[src/rtl/uart_pkg.sv]
// Shared UART definitions: FSM state encodings, default frame parameters and
// a 3-input majority helper used by the receiver's optional glitch filter.
package uart_pkg;

  typedef enum logic [1:0] {
    ST_IDLE  = 2'd0,
    ST_START = 2'd1,
    ST_DATA  = 2'd2,
    ST_STOP  = 2'd3
  } uart_state_t;

  localparam int UART_CLOCKS_PER_PULSE = 16;
  localparam int UART_DATA_WIDTH       = 8;

  function automatic logic maj3(input logic a, input logic b, input logic c);
    return (a & b) | (a & c) | (b & c);
  endfunction

endpackage

[src/rtl/uart_rx_sync.sv]
// Two-flop synchroniser for the serial line; with UART_RX_MAJORITY_EN defined
// the sample value is a 3-cycle majority vote of the synchronised line.
module uart_rx_sync
  import uart_pkg::*;
(
  input  logic clk,
  input  logic rstn,
  input  logic rx,
  output logic rx_s,
  output logic rx_sample
);

  logic rx_m;
  logic rx_q;

  always_ff @(posedge clk or negedge rstn) begin
    if (!rstn) begin
      rx_m <= 1'b1;
      rx_q <= 1'b1;
    end else begin
      rx_m <= rx;
      rx_q <= rx_m;
    end
  end

  assign rx_s = rx_q;

`ifdef UART_RX_MAJORITY_EN
  // hist[0] is rx_s one cycle ago, hist[1] two cycles ago
  logic [1:0] hist;

  always_ff @(posedge clk or negedge rstn) begin
    if (!rstn) hist <= 2'b11;
    else       hist <= {hist[0], rx_q};
  end

  assign rx_sample = maj3(rx_q, hist[0], hist[1]);
`else
  assign rx_sample = rx_q;
`endif

endmodule

[src/rtl/uart_rx.sv]
// UART receiver: start/data/stop FSM with bit-period counters and shift register.
// Optional 3-sample majority filtering is enabled with UART_RX_MAJORITY_EN.
module uart_rx
  import uart_pkg::*;
#(
  parameter int CLOCKS_PER_PULSE = UART_CLOCKS_PER_PULSE,
  parameter int DATA_WIDTH       = UART_DATA_WIDTH
) (
  input  logic                  clk,
  input  logic                  rstn,
  input  logic                  rx,
  output logic [DATA_WIDTH-1:0] data_out,
  output logic                  data_valid,
  output logic                  frame_err,
  output logic                  rx_busy
);

  localparam int CW = $clog2(CLOCKS_PER_PULSE);
  localparam int BW = $clog2(DATA_WIDTH + 1);
  localparam logic [CW-1:0] HALF_TC  = CW'(CLOCKS_PER_PULSE / 2 - 1);
  localparam logic [CW-1:0] FULL_TC  = CW'(CLOCKS_PER_PULSE - 1);
  localparam logic [BW-1:0] LAST_BIT = BW'(DATA_WIDTH - 1);

  logic rx_s;
  logic rx_sample;

  uart_rx_sync u_sync (
    .clk       (clk),
    .rstn      (rstn),
    .rx        (rx),
    .rx_s      (rx_s),
    .rx_sample (rx_sample)
  );

  uart_state_t           state, state_nx;
  logic [CW-1:0]         c_clocks, c_clocks_nx;
  logic [BW-1:0]         c_bits, c_bits_nx;
  logic [DATA_WIDTH-1:0] shreg, shreg_nx;
  logic [DATA_WIDTH-1:0] data_nx;
  logic                  valid_nx;
  logic                  ferr_nx;

  always_ff @(posedge clk or negedge rstn) begin
    if (!rstn) begin
      state      <= ST_IDLE;
      c_clocks   <= '0;
      c_bits     <= '0;
      shreg      <= '0;
      data_out   <= '0;
      data_valid <= 1'b0;
      frame_err  <= 1'b0;
    end else begin
      state      <= state_nx;
      c_clocks   <= c_clocks_nx;
      c_bits     <= c_bits_nx;
      shreg      <= shreg_nx;
      data_out   <= data_nx;
      data_valid <= valid_nx;
      frame_err  <= ferr_nx;
    end
  end

  always_comb begin
    state_nx    = state;
    c_clocks_nx = c_clocks + CW'(1);
    c_bits_nx   = c_bits;
    shreg_nx    = shreg;
    data_nx     = data_out;
    valid_nx    = 1'b0;
    ferr_nx     = 1'b0;
    case (state)
      ST_IDLE: begin
        c_clocks_nx = '0;
        if (!rx_s) begin
          state_nx  = ST_START;
          c_bits_nx = '0;
        end
      end
      ST_START: begin
        // a high line at mid start bit is a glitch: drop back silently
        if (c_clocks == HALF_TC) begin
          c_clocks_nx = '0;
          state_nx    = rx_sample ? ST_IDLE : ST_DATA;
        end
      end
      ST_DATA: begin
        if (c_clocks == FULL_TC) begin
          c_clocks_nx = '0;
          shreg_nx    = {rx_sample, shreg[DATA_WIDTH-1:1]};
          c_bits_nx   = c_bits + BW'(1);
          if (c_bits == LAST_BIT) state_nx = ST_STOP;
        end
      end
      ST_STOP: begin
        // leave at mid stop bit so a back-to-back start edge is seen in IDLE
        if (c_clocks == FULL_TC) begin
          c_clocks_nx = '0;
          state_nx    = ST_IDLE;
          if (rx_sample) begin
            data_nx  = shreg;
            valid_nx = 1'b1;
          end else begin
            ferr_nx  = 1'b1;
          end
        end
      end
      default: state_nx = ST_IDLE;
    endcase
  end

  assign rx_busy = (state != ST_IDLE);

endmodule
[config.mk]
export PLATFORM = sky130hd
export DESIGN_NAME = uart_rx
export DESIGN_NICKNAME = d
export VERILOG_FILES = /design/src/rtl/uart_pkg.sv /design/src/rtl/uart_rx_sync.sv /design/src/rtl/uart_rx.sv
export SDC_FILE = /design/constraint.sdc
export NUM_CORES = 1
export LEC_CHECK = 0
export ABC_AREA = 1
export CORE_ASPECT_RATIO = 1.25
export CORE_MARGIN = 4
export CORE_UTILIZATION = 35
export CTS_BUF_LIST = sky130_fd_sc_hd__clkbuf_8
export CTS_CLUSTER_SIZE = 12
export DETAILED_ROUTE_END_ITERATION = 12
export PLACE_DENSITY = 0.65
export SYNTH_ARGS = -nofsm -noshare
export SYNTH_HDL_FRONTEND = slang
export SYNTH_SLANG_ARGS = --single-unit
[constraint.sdc]
create_clock -name clk -period 3.7 [get_ports clk]
set_input_delay 0.74 -clock clk [delete_from_list [all_inputs] [get_ports clk]]
set_output_delay 0.74 -clock clk [all_outputs]
set_load 0.05 [all_outputs]
Yosys cells after proc, flatten, opt, wreduce, memory -nomap -nowiden
Cells that the tools add are included.
{"block": "word_totals", "wordCells": 49, "romBits": 0, "out_inout_bits": 11, "latchBits": 0, "ram_bits": 0, "memories": 0, "regBits": 30, "input_bits": 3}
{"block": "op_classes", "n_reduce_logical": 8, "shift": 0, "div": 0, "n_mul": 0, "mux": 19, "bitwise": 0, "n_addsub": 2, "eq_ne": 11, "order_cmp": 0}
{"cell": "$mux W4", "n": 4}
{"cell": "$mux W2", "n": 6}
{"cell": "$pmux W4 S3", "n": 1}
{"cell": "$ne A2 B2 Y1 const B", "n": 5}
{"cell": "$add A4 B1 Y4 const B", "n": 2}
{"cell": "$eq A4 B3 Y1 const B", "n": 2}
{"cell": "$pmux W2 S4", "n": 1}
{"cell": "$pmux W4 S2", "n": 1}
{"cell": "$mux W1", "n": 6}
{"cell": "$reduce_and A3 Y1", "n": 2}
{"cell": "$reduce_and A5 Y1", "n": 1}
{"cell": "$eq A2 B2 Y1 const B", "n": 2}
{"cell": "$eq A4 B4 Y1 const B", "n": 1}
{"cell": "$reduce_bool A2 Y1", "n": 2}
{"cell": "$eq A2 B1 Y1 const B", "n": 1}
{"cell": "$logic_not A2 Y1", "n": 1}
{"cell": "$reduce_and A2 Y1", "n": 1}
{"cell": "$reduce_or A2 Y1", "n": 1}

Depth between registers and ports, before layout
Gate-level depths: netlist of run 1.
{"block": "depth", "ltp_word": 4, "ltp_mapped": 8, "ltp_nobuf": 8}

Modules after synthesis
Synthesis of run 1 repeated with hierarchy kept, for this count alone.
{"block": "hier_totals", "hier_cells": 134, "area_unflattened_um2": 1305.0}
{"mod": "uart_rx", "n_inst": 1, "seq_area_each_um2": 700.7, "area_per_inst_um2": 1244.9, "cells_each": 131}
{"mod": "uart_rx_sync", "n_inst": 1, "seq_area_each_um2": 52.6, "area_per_inst_um2": 60.1, "cells_each": 3}

Worst setup path after synthesis of run 1
No wires, ideal clock.
{"block": "synth_path", "path_kind": "register to output", "from": "reg state[0]", "to": "out rx_busy", "path_stages_with_launch": 3, "arrival_time_ns": 0.905, "t_required_ns": 2.960, "setup_slack_ns": 2.055, "n_path_buf": 0, "cell_sequence": "dfrtp_1 nor2_2 inv_1"}
{"block": "synth_between", "elab_chain_cells": 1}
{"element": "start, declared", "line": "uart_rx.sv:35", "rtl": "uart_state_t state, state_nx;"}
{"element": "start signal, assigned", "line": "uart_rx.sv:53", "rtl": "state <= state_nx;"}
{"element": "$reduce_bool A2 Y1", "line": "uart_rx.sv:111", "rtl": "assign rx_busy = (state != ST_IDLE);"}
{"element": "end, declared", "line": "uart_rx.sv:15", "rtl": "output logic rx_busy"}
No other way between the ends.

Worst setup path after layout of run 1
Same ends and word-level chain as after synthesis.

==> results of run 1 <==
-- cells in the mapped netlist (all sizes together) --
library cell  count
nand4             1
inv              17
dfstp             2
o21ai            20
dfrtp            28
ha                2
nor2              9
a22oi             1
nor4              1
nand3             9
nand2            38
buf               3
nor3              1
a21oi             2
-- routing by layer --
layer	wire (µm)	up-vias
met4	83	0
met1	933	427
met2	1011	22
met5	0	-
li1	-	463
met3	127	9
-- critical path: cells and delay by family, from the launching register on --
| kind | cells | cell delay (ps) |
|---|---|---|
| buffers and inverters | 2 | 880 |
| flip-flops | 1 | 530 |
| AND/OR/NAND/NOR | 1 | 110 |
-- power breakdown --
group	switching, W	leakage [nW]	total (W)	internal [W]
Sequential	0.0000379	0.406	0.000392	0.000354
Combinational	0.000125	0.251	0.000184	0.0000586
Clock	0.000116	0.0524	0.000263	0.000147
-- metrics by stage --
stage	power [W]	std cells
floorplan	0.0005264	134
global placement	0.0005673	184
detailed placement	0.0005821	184
CTS	0.0008518	192
global route	0.0008936	192
finish	0.0008384	192
-- sequential cells by signal, summed over array words and instances (netlist names), named ones only --
signal	count
shreg	8
state	1
c_bits	4
u_sync.rx_s	1
data_out	8
data_valid	1
c_clocks	4
frame_err	1
u_sync.rx_m	1
-- logic make-up after synthesis --
logic type | share of synthesized area [%]
AND/OR/NAND/NOR | 21.78
adder cells (fa/ha/maj) | 1.919
buffers and inverters | 7.485
flip-flops | 57.77
AO/OA/AOI/OAI | 11.04
-- cell type report --
type	count	area [µm²]	share of cell area (%)
Clock buffer	6	82.58	5.336
Inverter	17	63.81	4.123
Sequential cell	30	753.2	48.67
Tap cell	39	48.80	3.153
Clock inverter	2	8.758	0.5659
Timing Repair Buffer	14	137.6	8.893
Multi-Input combinational cell	84	452.9	29.26
-- final timing paths --
check / startpoint / end / slack [ps] / cells past startpoint
setup reg to reg: c_clocks[0]$_DFF_PN0_ / c_bits[2]$_DFFE_PN0P_ / 2160 / 7
min in group asynchronous: rstn / data_out[4]$_DFFE_PN0P_ / 850 / 2
setup / recovery: state[0]$_DFFE_PN0P_ / rx_busy / 1150 / 3
max in group asynchronous: rstn / u_sync.rx_s$_DFF_PN1_ / 2540 / 2
hold reg to reg: u_sync.rx_m$_DFF_PN1_ / u_sync.rx_s$_DFF_PN1_ / 360 / 0
hold / removal: u_sync.rx_m$_DFF_PN1_ / u_sync.rx_s$_DFF_PN1_ / 360 / 0
==> run metrics, run 1 <==
WHS=356.5 ps; synthesized area per cell=9.729 µm²; CP max stage cell=clkdlybuf4s50_1; Power Density=541.7 nW/µm²; antenna violations before repair=0; outcome=completed; setup repair after global routing missed its margin=false; fin crit share=68.84%; area of the core region=between 3000 and 4000 µm²; global-route usage over all layers=10.67%; net total in the final layout=157; GRT Residual Overflow=0; vias in the first global route=887; initial core utilization=~37%; Post-CTS Setup Bufs=0; number of levels in the clock H-tree=2; count of hold buffers inserted by post-cts repair=0; Synth Warn #=0; slew of the pin with the lowest slew margin=498.6 ps; fraction of synthesized cell area taken by the top area cell type=between 50 and 60%; buffer depth of the longest clock path=2; critical path endpoint category=output port; met2 Track Usage GR=16.54%; commonest non-fill, non-tap cells in the layout=nand2_1, dfrtp_1, inv_1, clkdlybuf4s50_1, o21ai_1; Clk pin slew, worst setup/hold paths=~60 ps; DR WL/cell=roughly 11 µm; placement-stage worst setup slack=1459 ps; MaxCap Viol Count=0; fraction of the yosys area taken by sequential cells=57.77%; syn nets=139; relative slew slack=approximately 67%; top post-synthesis cells by area=dfrtp_1, nand2_1, o21ai_2; DRC violation count after routing=0; met3 Use GR=4.425%; path category of the worst min-delay check=register to register; CTS tree=done; GR met1 Demand/Resource=10.94%; largest clock skew in the final design=3.158 ps; cells traversed along the worst timing path=nor2_2 > inv_1 > clkdlybuf4s50_1; final instance area=1548 µm²; num rows=24; number of top-level pins=14; Die Outline Area=about 4800 µm²; kind of critical path=register to output port; setup TNS after final layout=0 ps; required time reported for the critical path endpoint=2960 ps; Post-Route Utilization=43.68%; placed instance area=1456 µm²; Placer Congestion=0.7991; vias per std cell=4.797; number of synthesized register bits=30; P&R area growth vs syn=18.71%; upper clock frequency limit=0.3926 GHz; minimum clock period after layout=2547 ps; number of violations reported at the end of detailed-routing iteration 0=42; CTS root buffer=clkbuf_8; maximum number of pins on one net before global-route repair=31; Yosys top cell by area=dfrtp_1; Max Transition Viols Final=0; gate count after technology mapping=134; count of final setup violators=0; Sink Count=30; post-synthesis instance area=about 1300 µm²; stage delay of the slowest cell on the critical path=800 ps; total detailed-routing wirelength=2156 µm; port buffer count=13; most common cell after layout, fill and taps aside=nand2_1; Hold Fails Final Rpt=0; post-route setup slack=1153 ps; peak supply drop=349.7 µV; number of vias after detailed routing=roughly 920; global-route wire length before repair=3884 µm; static power due to leakage=0.7099 nW; routing layer with the top usage in global route=met2; share of final-layout standard cells stronger than drive strength 1=between 10% and 20%; data arrival at the endpoint of the critical path=1810 ps; Pre-Repair DR Iteration Count=4; DIE HEIGHT=76.24 µm; number of gates given a new drive strength after cts=0; antenna-violating nets left=0; maximum fanout count along the critical path=6; Worst setup SP type=register; total inserted antenna cells=0; overall die width=between 60 and 70 µm; clock network latency to the later pin of the worst-skew pair=280 ps; total clock buffers created by CTS=5; count of different cell masters after synthesis=20; number of fill cells=358; DPL Wire Length=1531 µm
No activity file was read; power rests on OpenSTA's default activity.
==> inputs of run 2 (changes only) <==
Settings changed: PLACE_DENSITY 0.65 to 0.67.
Clock period 3.7 ns to 2.3 ns, I/O delays scaled along.
==> run metrics, run 2 (synthesized netlist as in run 1, its figures left out) <==
met3 Use GR=3.835%; vias per std cell=between 4 and 5; sequential share of power=between 40% and 50%; top flop regs=data_out x8, shreg x8; maximum number of pins on one net before global-route repair=31; number of levels in the clock H-tree=2; kind of critical path=register to output port; largest clock skew in the final design=~5.5 ps; antenna violations before repair=0; count of buffer and inverter cells on the critical path=1; peak supply drop=roughly 520 µV; Die Outline Area=approximately 4800 µm²; post-route setup slack=403.4 ps; initial core utilization=a little under two fifths; Hold Fails Final Rpt=0; buffer depth of the longest clock path=2; Clk pin slew, worst setup/hold paths=60 ps; static power due to leakage=0.7105 nW; fin crit share=82.46%; Sink Count=30; number of gates given a new drive strength after cts=0; Hold Crit Start=u_sync.rx_m$_DFF_PN1_; GRT Residual Overflow=0; relative slew slack=66.62%; count of final setup violators=0; number of fill cells=363; data arrival at the endpoint of the critical path=1440 ps; number of top-level pins=14; sw power=around 0.00044 W; CP max stage cell=clkdlybuf4s50_1; required time reported for the critical path endpoint=~1800 ps; routing layer with the top usage in global route=met2; Top delay family on crit path=buffers and inverters; Placer Congestion=0.7770; DIE HEIGHT=~76 µm; final instance area=approximately 1500 µm²; CTS root buffer=clkbuf_8; Worst setup SP type=register; Comb power frac=21.2%; FF-to-FF Start=c_clocks[0]$_DFF_PN0_; net total in the final layout=about 160; multi-input combinational cell area=452.9 µm²; global-route usage over all layers=10.38%; antenna-violating nets left=0; Pre-Repair DR Iteration Count=4; vias in the first global route=905; MaxCap Viol Count=0; maximum fanout count along the critical path=2; num rows=24; number of vias after detailed routing=905; count of hold buffers inserted by post-cts repair=0; met2 Track Usage GR=16.33%; GR met1 Demand/Resource=11.22%; clock network latency to the later pin of the worst-skew pair=~280 ps; total detailed-routing wirelength=2117 µm; DRC violation count after routing=0; DPL Wire Length=1512 µm; internal power consumption=0.0008947 W; minimum clock period after layout=roughly 1900 ps; upper clock frequency limit=approximately 0.53 GHz; Worst Hold End=u_sync.rx_s$_DFF_PN1_; reg2reg path depth=7; most common cell after layout, fill and taps aside=nand2_1; total inserted antenna cells=0; Power Density=863.2 nW/µm²; commonest non-fill, non-tap cells in the layout=nand2_1, dfrtp_1, inv_1, clkdlybuf4s50_1, o21ai_1; area of the core region=3543 µm²; port buffer count=13; setup repair after global routing missed its margin=false; setup TNS after final layout=0 ps; Sequential Area=around 750 µm²; cells traversed along the worst timing path=clkdlybuf4s50_1; stage delay of the slowest cell on the critical path=810 ps; placement-stage worst setup slack=just under 700 ps; worst hold path cell count=0; switching share of power=32.92%; critical path endpoint category=output port; slew of the pin with the lowest slew margin=499.1 ps; WHS=356.0 ps; FF-to-FF setup slack=750 ps; share of final-layout standard cells stronger than drive strength 1=between 10% and 20%; number of violations reported at the end of detailed-routing iteration 0=between 60 and 70; overall die width=62.59 µm; P&R area growth vs syn=18.52%; Post-CTS Setup Bufs=0; Post-Route Utilization=43.61%; total clock buffers created by CTS=5; outcome=completed; path category of the worst min-delay check=register to register; global-route wire length before repair=3836 µm; clock group share of total power=31.7%; capture point of the worst reg-to-reg path=c_bits[3]$_DFFE_PN0P_; Max Transition Viols Final=0; placed instance area=1454 µm²; DR WL/cell=11.03 µm; CTS tree=done
==> run 2: how the worst max path moves through the flow <==
stage                             from     endpoint  depth (start not counted)
2_1_floorplan     state[0]$_DFFE_PN0P_      rx_busy                          2
3_3_place_gp   data_out[5]$_DFFE_PN0P_  data_out[5]                          1
3_5_place_dp   data_out[3]$_DFFE_PN0P_  data_out[3]                          1
4_1_cts        data_out[3]$_DFFE_PN0P_  data_out[3]                          1
5_1_grt        data_out[1]$_DFFE_PN0P_  data_out[1]                          1
6_report       data_out[3]$_DFFE_PN0P_  data_out[3]                          1
==> run 2: area by class of cell <==
type,instances,area share (%)
clock buffer,6,5.344
clock inverter,2,0.5668
inverter,17,4.130
multi-input combinational,84,29.31
sequential,30,48.74
tap,39,3.158
timing repair buffer,14,8.745
==> run 2: power groups by stage <==
stage | registers (W) | clock network (W) | logic [W]
after global placement | 0.000634 | 0 | 0.000274
after CTS | 0.000628 | 0.000438 | 0.000288
after detailed placement | 0.000637 | 0 | 0.000287
after global routing | 0.000634 | 0.000462 | 0.000327
final | 0.000628 | 0.000423 | 0.000282
after floorplan | 0.000629 | 0 | 0.000218
==> run 2: per-layer routing <==
metal,vias up,wire (µm)
met3,8,118
met5,-,0
met1,415,935
met2,20,990
met4,0,73
li1,462,-
==> run 2: per-stage QoR <==
| stage | std cells | total power [W] |
|---|---|---|
| 6_report | 192 | 0.001334 |
| 5_1_grt | 192 | 0.001423 |
| 4_1_cts | 192 | 0.001354 |
| 3_5_place_dp | 184 | 0.0009244 |
| 3_3_place_gp | 184 | 0.0009071 |
| 2_1_floorplan | 134 | 0.0008468 |
